<file path="src/rtl/core_pkg.sv">
// core_pkg: shared definitions for the load path of the pipelined core.
//   - WidthSrc encodings used by the Memory stage and the reduce block
//   - load_state_t: state encoding of the load sequencer FSM
//   - is_misaligned(): natural-alignment check for a load of a given width
package core_pkg;

    // Load width / extension codes. Bit 2 selects zero extension,
    // bits [1:0] select size (00 word, 01 byte, 10 halfword).
    localparam logic [2:0] WIDTH_W  = 3'b000;
    localparam logic [2:0] WIDTH_BS = 3'b001;
    localparam logic [2:0] WIDTH_HS = 3'b010;
    localparam logic [2:0] WIDTH_BU = 3'b101;
    localparam logic [2:0] WIDTH_HU = 3'b110;

    typedef enum logic [2:0] {
        IDLE  = 3'd0,
        REQ   = 3'd1,
        WAIT  = 3'd2,
        DONE  = 3'd3,
        DRAIN = 3'd4,
        FAULT = 3'd5
    } load_state_t;

    // Words must be 4-byte aligned, halfwords 2-byte aligned; bytes never fault.
    // Unknown codes are treated as byte accesses so they never raise a fault.
    function automatic logic is_misaligned(input logic [1:0] off, input logic [2:0] width);
        logic mis;
        mis = 1'b0;
        case (width)
            WIDTH_W:            mis = (off != 2'b00);
            WIDTH_HS, WIDTH_HU: mis = off[0];
            default:            mis = 1'b0;
        endcase
        return mis;
    endfunction

endpackage

</file>
<file path="src/rtl/load_seq_reduce.sv">
// load_seq_reduce: the reduce block. Sign/zero extends the low byte or
// halfword of an already byte-aligned word according to WidthSrc.
// Ports:
//   data_i   [XLEN-1:0]  byte-aligned memory data (bits [7:0] = addressed byte)
//   width_i  [2:0]       load width/extension code (core_pkg encoding)
//   result_o [XLEN-1:0]  extended load result
module load_seq_reduce
    import core_pkg::*;
#(
    parameter int XLEN = 32
) (
    input  logic [XLEN-1:0] data_i,
    input  logic [2:0]      width_i,
    output logic [XLEN-1:0] result_o
);

    always_comb begin
        result_o = data_i;
        case (width_i)
            WIDTH_BS: result_o = {{(XLEN-8){data_i[7]}}, data_i[7:0]};
            WIDTH_BU: result_o = {{(XLEN-8){1'b0}}, data_i[7:0]};
            WIDTH_HS: result_o = {{(XLEN-16){data_i[15]}}, data_i[15:0]};
            WIDTH_HU: result_o = {{(XLEN-16){1'b0}}, data_i[15:0]};
            default:  result_o = data_i;
        endcase
    end

endmodule

</file>
<file path="src/rtl/load_seq.sv">
// load_seq: load sequencer between the Memory stage and Writeback.
// Accepts one load at a time, checks natural alignment, issues a word-aligned
// read on a valid/ready memory port, byte-aligns the returned word, extends it
// via the reduce block and presents it to Writeback for one cycle.
// Ports:
//   clk, reset                    clock, synchronous active-high reset
//   LoadReq/Addr/WidthSrc/RdIn    load request from the Memory stage
//   Flush                         kill the in-flight load
//   MemReqValid/MemReqReady/MemAddr   read request channel
//   MemRspValid/MemRspData        read response channel
//   Stall                         hold the upstream pipeline stages
//   LoadValid/Result/RdOut        writeback result (qualify with LoadValid)
//   MisalignedErr                 one-cycle pulse for a rejected load
module load_seq
    import core_pkg::*;
#(
    parameter int XLEN = 32
) (
    input  logic            clk,
    input  logic            reset,
    input  logic            LoadReq,
    input  logic [XLEN-1:0] Addr,
    input  logic [2:0]      WidthSrc,
    input  logic [4:0]      RdIn,
    input  logic            Flush,
    output logic            MemReqValid,
    input  logic            MemReqReady,
    output logic [XLEN-1:0] MemAddr,
    input  logic            MemRspValid,
    input  logic [XLEN-1:0] MemRspData,
    output logic            Stall,
    output logic            LoadValid,
    output logic [XLEN-1:0] Result,
    output logic [4:0]      RdOut,
    output logic            MisalignedErr
);

    load_state_t     state_q;
    logic [XLEN-1:0] addr_q;
    logic [2:0]      width_q;
    logic [4:0]      rd_q;
    logic [XLEN-1:0] base_q;
    logic [XLEN-1:0] result_q;
    logic [4:0]      rdout_q;

    logic            accept;
    logic            req_mis;
    logic [XLEN-1:0] aligned_data;
    logic [XLEN-1:0] reduce_out;

    // A flushed DONE cycle must not pick up a new load.
    assign accept  = LoadReq && ((state_q == IDLE) || (state_q == DONE && !Flush));
    assign req_mis = is_misaligned(Addr[1:0], WidthSrc);

    // Move the addressed byte down to bit 0.
    assign aligned_data = MemRspData >> {addr_q[1:0], 3'b000};

    load_seq_reduce #(.XLEN(XLEN)) u_reduce (
        .data_i   (base_q),
        .width_i  (width_q),
        .result_o (reduce_out)
    );

    always_ff @(posedge clk) begin
        if (reset) begin
            state_q  <= IDLE;
            addr_q   <= '0;
            width_q  <= '0;
            rd_q     <= '0;
            base_q   <= '0;
            result_q <= '0;
            rdout_q  <= '0;
        end else begin
            // Capture the DONE-cycle result so Result/RdOut hold afterwards.
            if (state_q == DONE) begin
                result_q <= reduce_out;
                rdout_q  <= rd_q;
            end
            if (accept) begin
                addr_q  <= Addr;
                width_q <= WidthSrc;
                rd_q    <= RdIn;
            end
            case (state_q)
                IDLE, DONE: begin
                    if (accept) state_q <= req_mis ? FAULT : REQ;
                    else        state_q <= IDLE;
                end
                REQ: begin
                    // A request already handed to memory must have its response drained.
                    if (Flush)            state_q <= MemReqReady ? DRAIN : IDLE;
                    else if (MemReqReady) state_q <= WAIT;
                end
                WAIT: begin
                    if (Flush) begin
                        state_q <= MemRspValid ? IDLE : DRAIN;
                    end else if (MemRspValid) begin
                        base_q  <= aligned_data;
                        state_q <= DONE;
                    end
                end
                DRAIN: begin
                    if (MemRspValid) state_q <= IDLE;
                end
                FAULT:   state_q <= IDLE;
                default: state_q <= IDLE;
            endcase
        end
    end

    assign MemReqValid   = (state_q == REQ);
    assign MemAddr       = {addr_q[XLEN-1:2], 2'b00};
    assign MisalignedErr = (state_q == FAULT);
    assign LoadValid     = (state_q == DONE) && !Flush;
    assign Result        = (state_q == DONE) ? reduce_out : result_q;
    assign RdOut         = (state_q == DONE) ? rd_q : rdout_q;
    // Upstream stalls from the cycle an aligned load is accepted until DONE.
    assign Stall         = (state_q == REQ) || (state_q == WAIT) || (state_q == DRAIN)
                           || (accept && !req_mis);

endmodule

</file>
<file path="config.mk">
export PLATFORM = sky130hd
export DESIGN_NAME = load_seq
export DESIGN_NICKNAME = d
export VERILOG_FILES = /design/src/rtl/core_pkg.sv /design/src/rtl/load_seq_reduce.sv /design/src/rtl/load_seq.sv
export SDC_FILE = /design/constraint.sdc
export NUM_CORES = 1
export LEC_CHECK = 0
export BUFFER_PORTS_ARGS = -buffer_cell sky130_fd_sc_hd__buf_2
export CAP_MARGIN = 20
export CORE_MARGIN = 5
export CORE_UTILIZATION = 40
export DETAILED_ROUTE_END_ITERATION = 12
export PLACE_DENSITY = 0.73
export SLEW_MARGIN = 40
export SYNTH_ARGS = -nofsm -noshare
export SYNTH_HDL_FRONTEND = slang
export SYNTH_HIERARCHICAL = 1
export SYNTH_SLANG_ARGS = --single-unit
</file>
<file path="constraint.sdc">
create_clock -name clk -period 1.7 [get_ports clk]
set_input_delay 0.255 -clock clk [delete_from_list [all_inputs] [get_ports clk]]
set_output_delay 0.255 -clock clk [all_outputs]
set_load 0.01 [all_outputs]
</file>
==> metrics, run 1 <==
via/cell ratio 5.07; worst-path cell chain buf_6, nand3_4, buf_12, buf_16, mux2_4, buf_6; #FFs+latches synth 112; row cnt 41; Critical Path AT approximately 1700 ps; setup skew after layout 7.94 ps; Primary FF master, synth dfxtp_1; post-synthesis sequential area ratio 0.428; share of the synthesized area in the top cell type 0.428; hold slack final 140 ps; ranking of synthesized cells by area dfxtp_1, mux2i_1, mux2_2; slew margin rel. 0.628; Hold Path Origin Addr[22]; Ports 151; Hold WC Path Type in2reg; number of global-route vias before repair 4,516; Slowest Stage Delay on Critical Path about 360 ps; final worst slack -219 ps; cts hold-fix bufs 0; # setup viols final 53; CTS max path bufs 2; Final period util 1.13; status finished, violations left; leading area contributor after synthesis dfxtp_1; gp weighted congestion 0.921; maximum vdd drop between 0.0004 and 0.0005 V; Final Hold Viols 0; Root Buffer Master clkbuf_16; cell repeated most along the worst path buf_6; number of synthesized flops with an enable pin 0; layout cell share with drive strength beyond 1 0.434; CP Max Fanout 6; first-pass GRT wire length 23,000 um; wire per inst 16.7 um; Finished Layout Cells 869; Buffers on Ports between 100 and 150; Synth-to-Final Area Change 36.1%; P_leak around 3 nW; max-cap violations 0; final worst path period need 1920 ps; synth unique cells 36; drt pass-1 iters 5; Post-route DRC 0; aggregate global-route resource usage 0.181; Avg Cell Area, Syn 9.23 um^2; CP bufs+invs 4; Sink Count 112; H-tree levels 3; clock buffers created by TritonCTS 9; detailed placement HPWL 10,100 um; die height 124 um; Die X 124 um; worst-skew pair later-pin latency 350 ps; die area between 15,000 and 20,000 um^2; switching share of power 0.238; Via Count roughly 4,400; Critical Path Slowest Stage Cell dfxtp_2; WHS Path Cells 3; post-route core utilization 0.561; Worst Max-Slew Pin Slew 556 ps; Final nets 768; Critical Path Sink Type primary output; Flop pwr share 0.462; combinational power share 0.130; CP delay by family, top buffers and inverters; DRT iter0 DRCs 189; WL final around 15,000 um; Power Total 5.96 mW; R2R Setup Slk -120 ps; Reg clk slew, reported paths 70 ps; Synth warnings 6; Post-Syn Instances 568; # fillers 1,119; failing checks setup timing; Post-Syn Area about 5200 um^2; CP Launch Type flop; Critical Path RT 1440 ps; reg2reg start state_q[1]; Internal Power about 4.5 mW; placed cells about 840; most frequent cell after synthesis dfxtp_1; PD cells 835 nW/um^2; NetSw 1.42 mW; pins over their slew limit 0; overflow left after global routing 0; Clk pwr share 0.408; Fin Setup TNS -7170 ps; FF-to-FF End base_q[22]; Core ar. around 13,000 um^2; Antenna Nets Post-Route 0; f_max approximately 520 MHz; unrepaired setup endpoints after global routing yes; ys async rst share 0; Initial Util 0.412; antenna violations before repair 3; top cells by count, synth dfxtp_1, nor2_1, mux2i_1; maximum number of pins on one net before global-route repair 37; FF-to-FF path depth 6; Crit Path Class reg2out; CTS tree done; Hold Path End addr_q[22]
-- worst max path at each step --
stage / to / slack [ps] / cells past startpoint / startpoint
2_1_floorplan: base_q[22] / 4 / 5 / state_q[0]
3_3_place_gp: base_q[21] / 90 / 4 / state_q[0]
3_5_place_dp: base_q[18] / 20 / 4 / state_q[0]
4_1_cts: Result[25] / -220 / 6 / state_q[1]
5_1_grt: Result[22] / -270 / 6 / state_q[1]
6_report: Result[21] / -220 / 6 / state_q[1]
-- power groups by stage --
stage	Combinational (mW)	Clock, mW	Sequential (mW)
after global placement	0.702	0	2.80
final	0.776	2.43	2.75
after global routing	0.837	2.59	2.76
after detailed placement	0.718	0	2.81
after floorplan	0.493	0	2.80
after CTS	0.753	2.48	2.75
-- cell families (layout without fill, tap and decap cells) --
kind of cell | after synthesis | in the layout | synth area share
compound gates | 73 | 73 | 0.0892
xor+xnor | 1 | 1 | 0.00310
buf+inv | 108 | 233 | 0.112
flops | 112 | 112 | 0.428
mux | 102 | 102 | 0.206
other cells | 1 | 5 | 0.000715
simple gates | 171 | 171 | 0.162
-- state kept, by name, summed over array words and instances (netlist names) --
signal	cells
addr_q	32
base_q	32
result_q	32
rd_q	5
rdout_q	5
state_q	3
width_q	3
-- routing by layer --
layer / vias to the layer above / GRT usage / share of wire
li1: 2123 / - / -
met1: 2119 / 0.223 / 0.42
met2: 134 / 0.300 / 0.50
met3: 29 / 0.0334 / 0.049
met4: 0 / 0.0928 / 0.030
met5: - / 0 / 0
-- tightest hold or removal path: stages --
cell and delay [ps]:
buf_2 70, mux2i_1 50, nor2_1 70
-- repair_timing --
item | 4_1_cts | 5_1_grt
endpoints found under the setup margin | 39 | 65
setup buffers | 8 | 6
pin swaps | 4 | 23
gates resized for setup | 72 | 62
gates cloned | 2 | 0
-- metrics by stage --
step	worst slack, ps	cell area, um^2
after global placement	86.0	6050
after detailed placement	15.7	6050
after CTS	-220	6860
after global routing	-274	7140
final	-219	7140
after floorplan	4.22	5250
-- layout by cell type (no fill, tap or decap), drive strengths merged, types with 8 or more instances in the layout --
master and n:
nand3 10, dfxtp 112, o21ai 9, or3 8, buf 190, mux2i 56, nand2 32, o211ai 24
nor2 62, clkbuf 12, nor3 9, inv 28, a211oi 8, nor2b 39, mux2 46, a21oi 25
-- area by class of cell --
class                      instances  area, um^2  area share
multi-input combinational        349        2740       0.384
sequential                       112        2250       0.316
clock buffer                      12         246      0.0345
clock inverter                     3        90.1      0.0126
antenna                            3        7.51     0.00105
inverter                          28         105      0.0147
timing repair buffer             190        1480       0.207
tap                              172         215      0.0301
Note: power is estimated with default switching activity, not from simulation.
==> run 2: changes to the inputs <==
--- a/config.mk
+++ b/config.mk
@@ -11,8 +11,8 @@
 export CORE_UTILIZATION = 40
 export DETAILED_ROUTE_END_ITERATION = 12
 export PLACE_DENSITY = 0.73
+export SKIP_LAST_GASP = 1
 export SLEW_MARGIN = 40
 export SYNTH_ARGS = -nofsm -noshare
 export SYNTH_HDL_FRONTEND = slang
-export SYNTH_HIERARCHICAL = 1
 export SYNTH_SLANG_ARGS = --single-unit
==> run 2 against run 1 <==
The flow still finishes with violations (setup timing). Global-route usage up 1.6 points. Power shrank 1.3%. Sequential cell count unchanged. Worst setup slack worse by 44 ps. Highest routed layer unchanged.
==> metrics, run 2 <==
wire per inst 17.6 um; Synth-to-Final Area Change 46.5%; Crit Path Class reg2out; Post-route DRC 0; multiplexer share of the synthesized area 0.132; Final Hold Viols 0; Critical Path Slowest Stage Cell dfxtp_2; most frequent cell after synthesis dfxtp_1; leading area contributor after synthesis dfxtp_1; unrepaired setup endpoints after global routing yes; gp weighted congestion just under 0.9; status finished, violations left; ys async rst share 0; post-synthesis sequential area ratio 0.448; FF-to-FF path depth 6; worst-skew pair later-pin latency 350 ps; aggregate global-route resource usage 0.197; Core ar. 12,100 um^2; Final nets 825; max-cap violations 0; failing checks setup timing; antenna violations before repair 0; Ports 151; die height about 120 um; overflow left after global routing 0; complex-gate fraction of the synthesized area 0.136; Ant. Diodes 0; via/cell ratio 5.22; Hold Path End addr_q[11]; maximum vdd drop 0.000401 V; combinational power share 0.160; hold slack final 136 ps; final worst path period need 1960 ps; Initial Util 0.413; Clk pwr share 0.371; clock buffers created by TritonCTS 9; Final period util 1.15; worst-path cell chain buf_6, nand3b_1, buf_6, a21oi_1, a21oi_2, buf_2; CTS max path bufs 2; post-route core utilization 0.605; WHS Path Cells 3; Critical Path AT roughly 1700 ps; Sink Count 112; Worst Max-Slew Pin Slew 628 ps; Buffers on Ports 148; synth unique cells 37; number of global-route vias before repair approximately 4,700; row cnt 40; Hold Path Origin Addr[11]; Primary FF master, synth dfxtp_1; # setup viols final 72; die area 14,800 um^2; Root Buffer Master clkbuf_16; maximum number of pins on one net before global-route repair 47; Internal Power 4.33 mW; DRT iter0 DRCs 356; main combinational cell family by area after synthesis simple AND/OR/NAND/NOR gates; Post-Syn Instances 593; CP Max Fanout 16; PD cells 803 nW/um^2; setup skew after layout 8.49 ps; CP Launch Type flop; Synth Area in XOR/XNOR 0.00175; Avg Cell Area, Syn roughly 8.4 um^2; FF-to-FF End base_q[22]; cts hold-fix bufs 0; drt pass-1 iters 4; Via Count approximately 4,800; Flop pwr share 0.469; Hold WC Path Type in2reg; top cells by count, synth dfxtp_1, a21oi_1, nor2_1; R2R Setup Slk -190 ps; first-pass GRT wire length 23,200 um; Synth warnings 0; pins over their slew limit 0; adder-cell share of the synthesized area 0; ranking of synthesized cells by area dfxtp_1, mux2i_1, a21oi_1; Post-Syn Area 5000 um^2; switching share of power 0.264; commonest non-fill, non-tap cell in the layout buf_2; share of the synthesized area in the top cell type 0.448; slew margin rel. 0.579; Reg clk slew, reported paths 80 ps; Slowest Stage Delay on Critical Path 340 ps; Worst Setup SP state_q[2]; Synth Area in Simple Gates 0.193; cell repeated most along the worst path buf_6; layout cell share with drive strength beyond 1 0.449; detailed placement HPWL roughly 9900 um; H-tree levels 3; P_leak 3.12 nW; reg2reg start state_q[0]; #FFs+latches synth ~110; WL final 16,100 um; CTS tree done; final worst slack -263 ps; Critical Path RT 1440 ps; number of synthesized flops with an enable pin 0; top flop regs addr_q (32), base_q (32), result_q (32); Die X 122 um; NetSw between 1.5 and 2 mW; commonest non-fill, non-tap cells in the layout buf_2, dfxtp_1, nor2_1; Critical Path Sink Type primary output; Antenna Nets Post-Route 0; f_max about 500 MHz
[run 2: cell types whose count changed in the layout (fill, tap and decap cells not counted), moves of 12 or more]
cell      before  now
mux2_4        25    0
buf_2        114  133
nand2_1       24   37
inv_1         27    2
nor2_1        61   77
mux2_2        21    9
buf_4         18   33
a21oi_2       11   24
nor2b_1       37   16
o211ai_1      24    8
a21oi_1       14   62
nand2_4        4   21
buf_6         44   27
[run 2: how the worst max path moves through the flow]
stage | end | slack [ps] | cells after the start
floorplan | base_q[13] | 3 | 6
global placement | base_q[18] | 70 | 4
detailed placement | base_q[18] | 2 | 4
CTS | Result[22] | -240 | 7
global route | Result[25] | -340 | 6
finish | Result[22] | -260 | 6
[run 2: timing repair]
action,4_1_cts,5_1_grt
setup endpoints to repair,39,113
pin swaps,29,29
resized for setup,81,82
hold endpoints to repair,0,0
buffers inserted,23,11
cloned,3,7
[run 2: stage by stage]
stage | setup WS [ps] | instances | setup TNS (ps) | instance area (um^2) | total power, mW
finish | -263 | 919 | -11460 | 7330 | 5.88
global route | -336 | 919 | -16020 | 7330 | 6.11
CTS | -243 | 901 | -8620 | 6710 | 5.78
detailed placement | 2.13 | 860 | 0 | 5880 | 3.55
global placement | 66.5 | 860 | 0 | 5880 | 3.53
floorplan | 3.29 | 594 | 0 | 5060 | 3.32
[run 2: critical path: cells and delay by family (launching register included)]
kind	cells	cell delay, ps
compound gates	2	270
buf+inv	3	480
flops	1	340
simple gates	1	260
[run 2: routing by layer]
| layer | part of all wire | global-route usage | up-vias |
|---|---|---|---|
| met5 | 0 | 0 | - |
| li1 | - | - | 2283 |
| met4 | 0.026 | 0.0693 | 0 |
| met3 | 0.098 | 0.0747 | 40 |
| met1 | 0.39 | 0.236 | 2236 |
| met2 | 0.49 | 0.323 | 239 |
[run 2: power by group through the flow]
stage               Sequential, mW  Clock [mW]  Combinational [mW]
global placement              2.81           0               0.723
floorplan                     2.80           0               0.515
finish                        2.76        2.18               0.942
global route                  2.77        2.34                1.01
CTS                           2.76        2.23               0.797
detailed placement            2.81           0               0.740
[run 2: area by class of cell]
class | instances | area [um^2]
Fill cell | 985 | 4780
Multi-Input combinational cell | 402 | 2780
Sequential cell | 112 | 2250
Timing Repair Buffer | 218 | 1770
Clock buffer | 9 | 225
Tap cell | 168 | 210
Clock inverter | 6 | 77.6
Inverter | 4 | 18.8
[run 2: cell families after synthesis]
family	after synthesis
AOI/OAI and AO/OA	119
other	1
muxes	65
xor gates and xnor gates	1
buffers and inverters	80
DFF	112
and+or+nand+nor	215
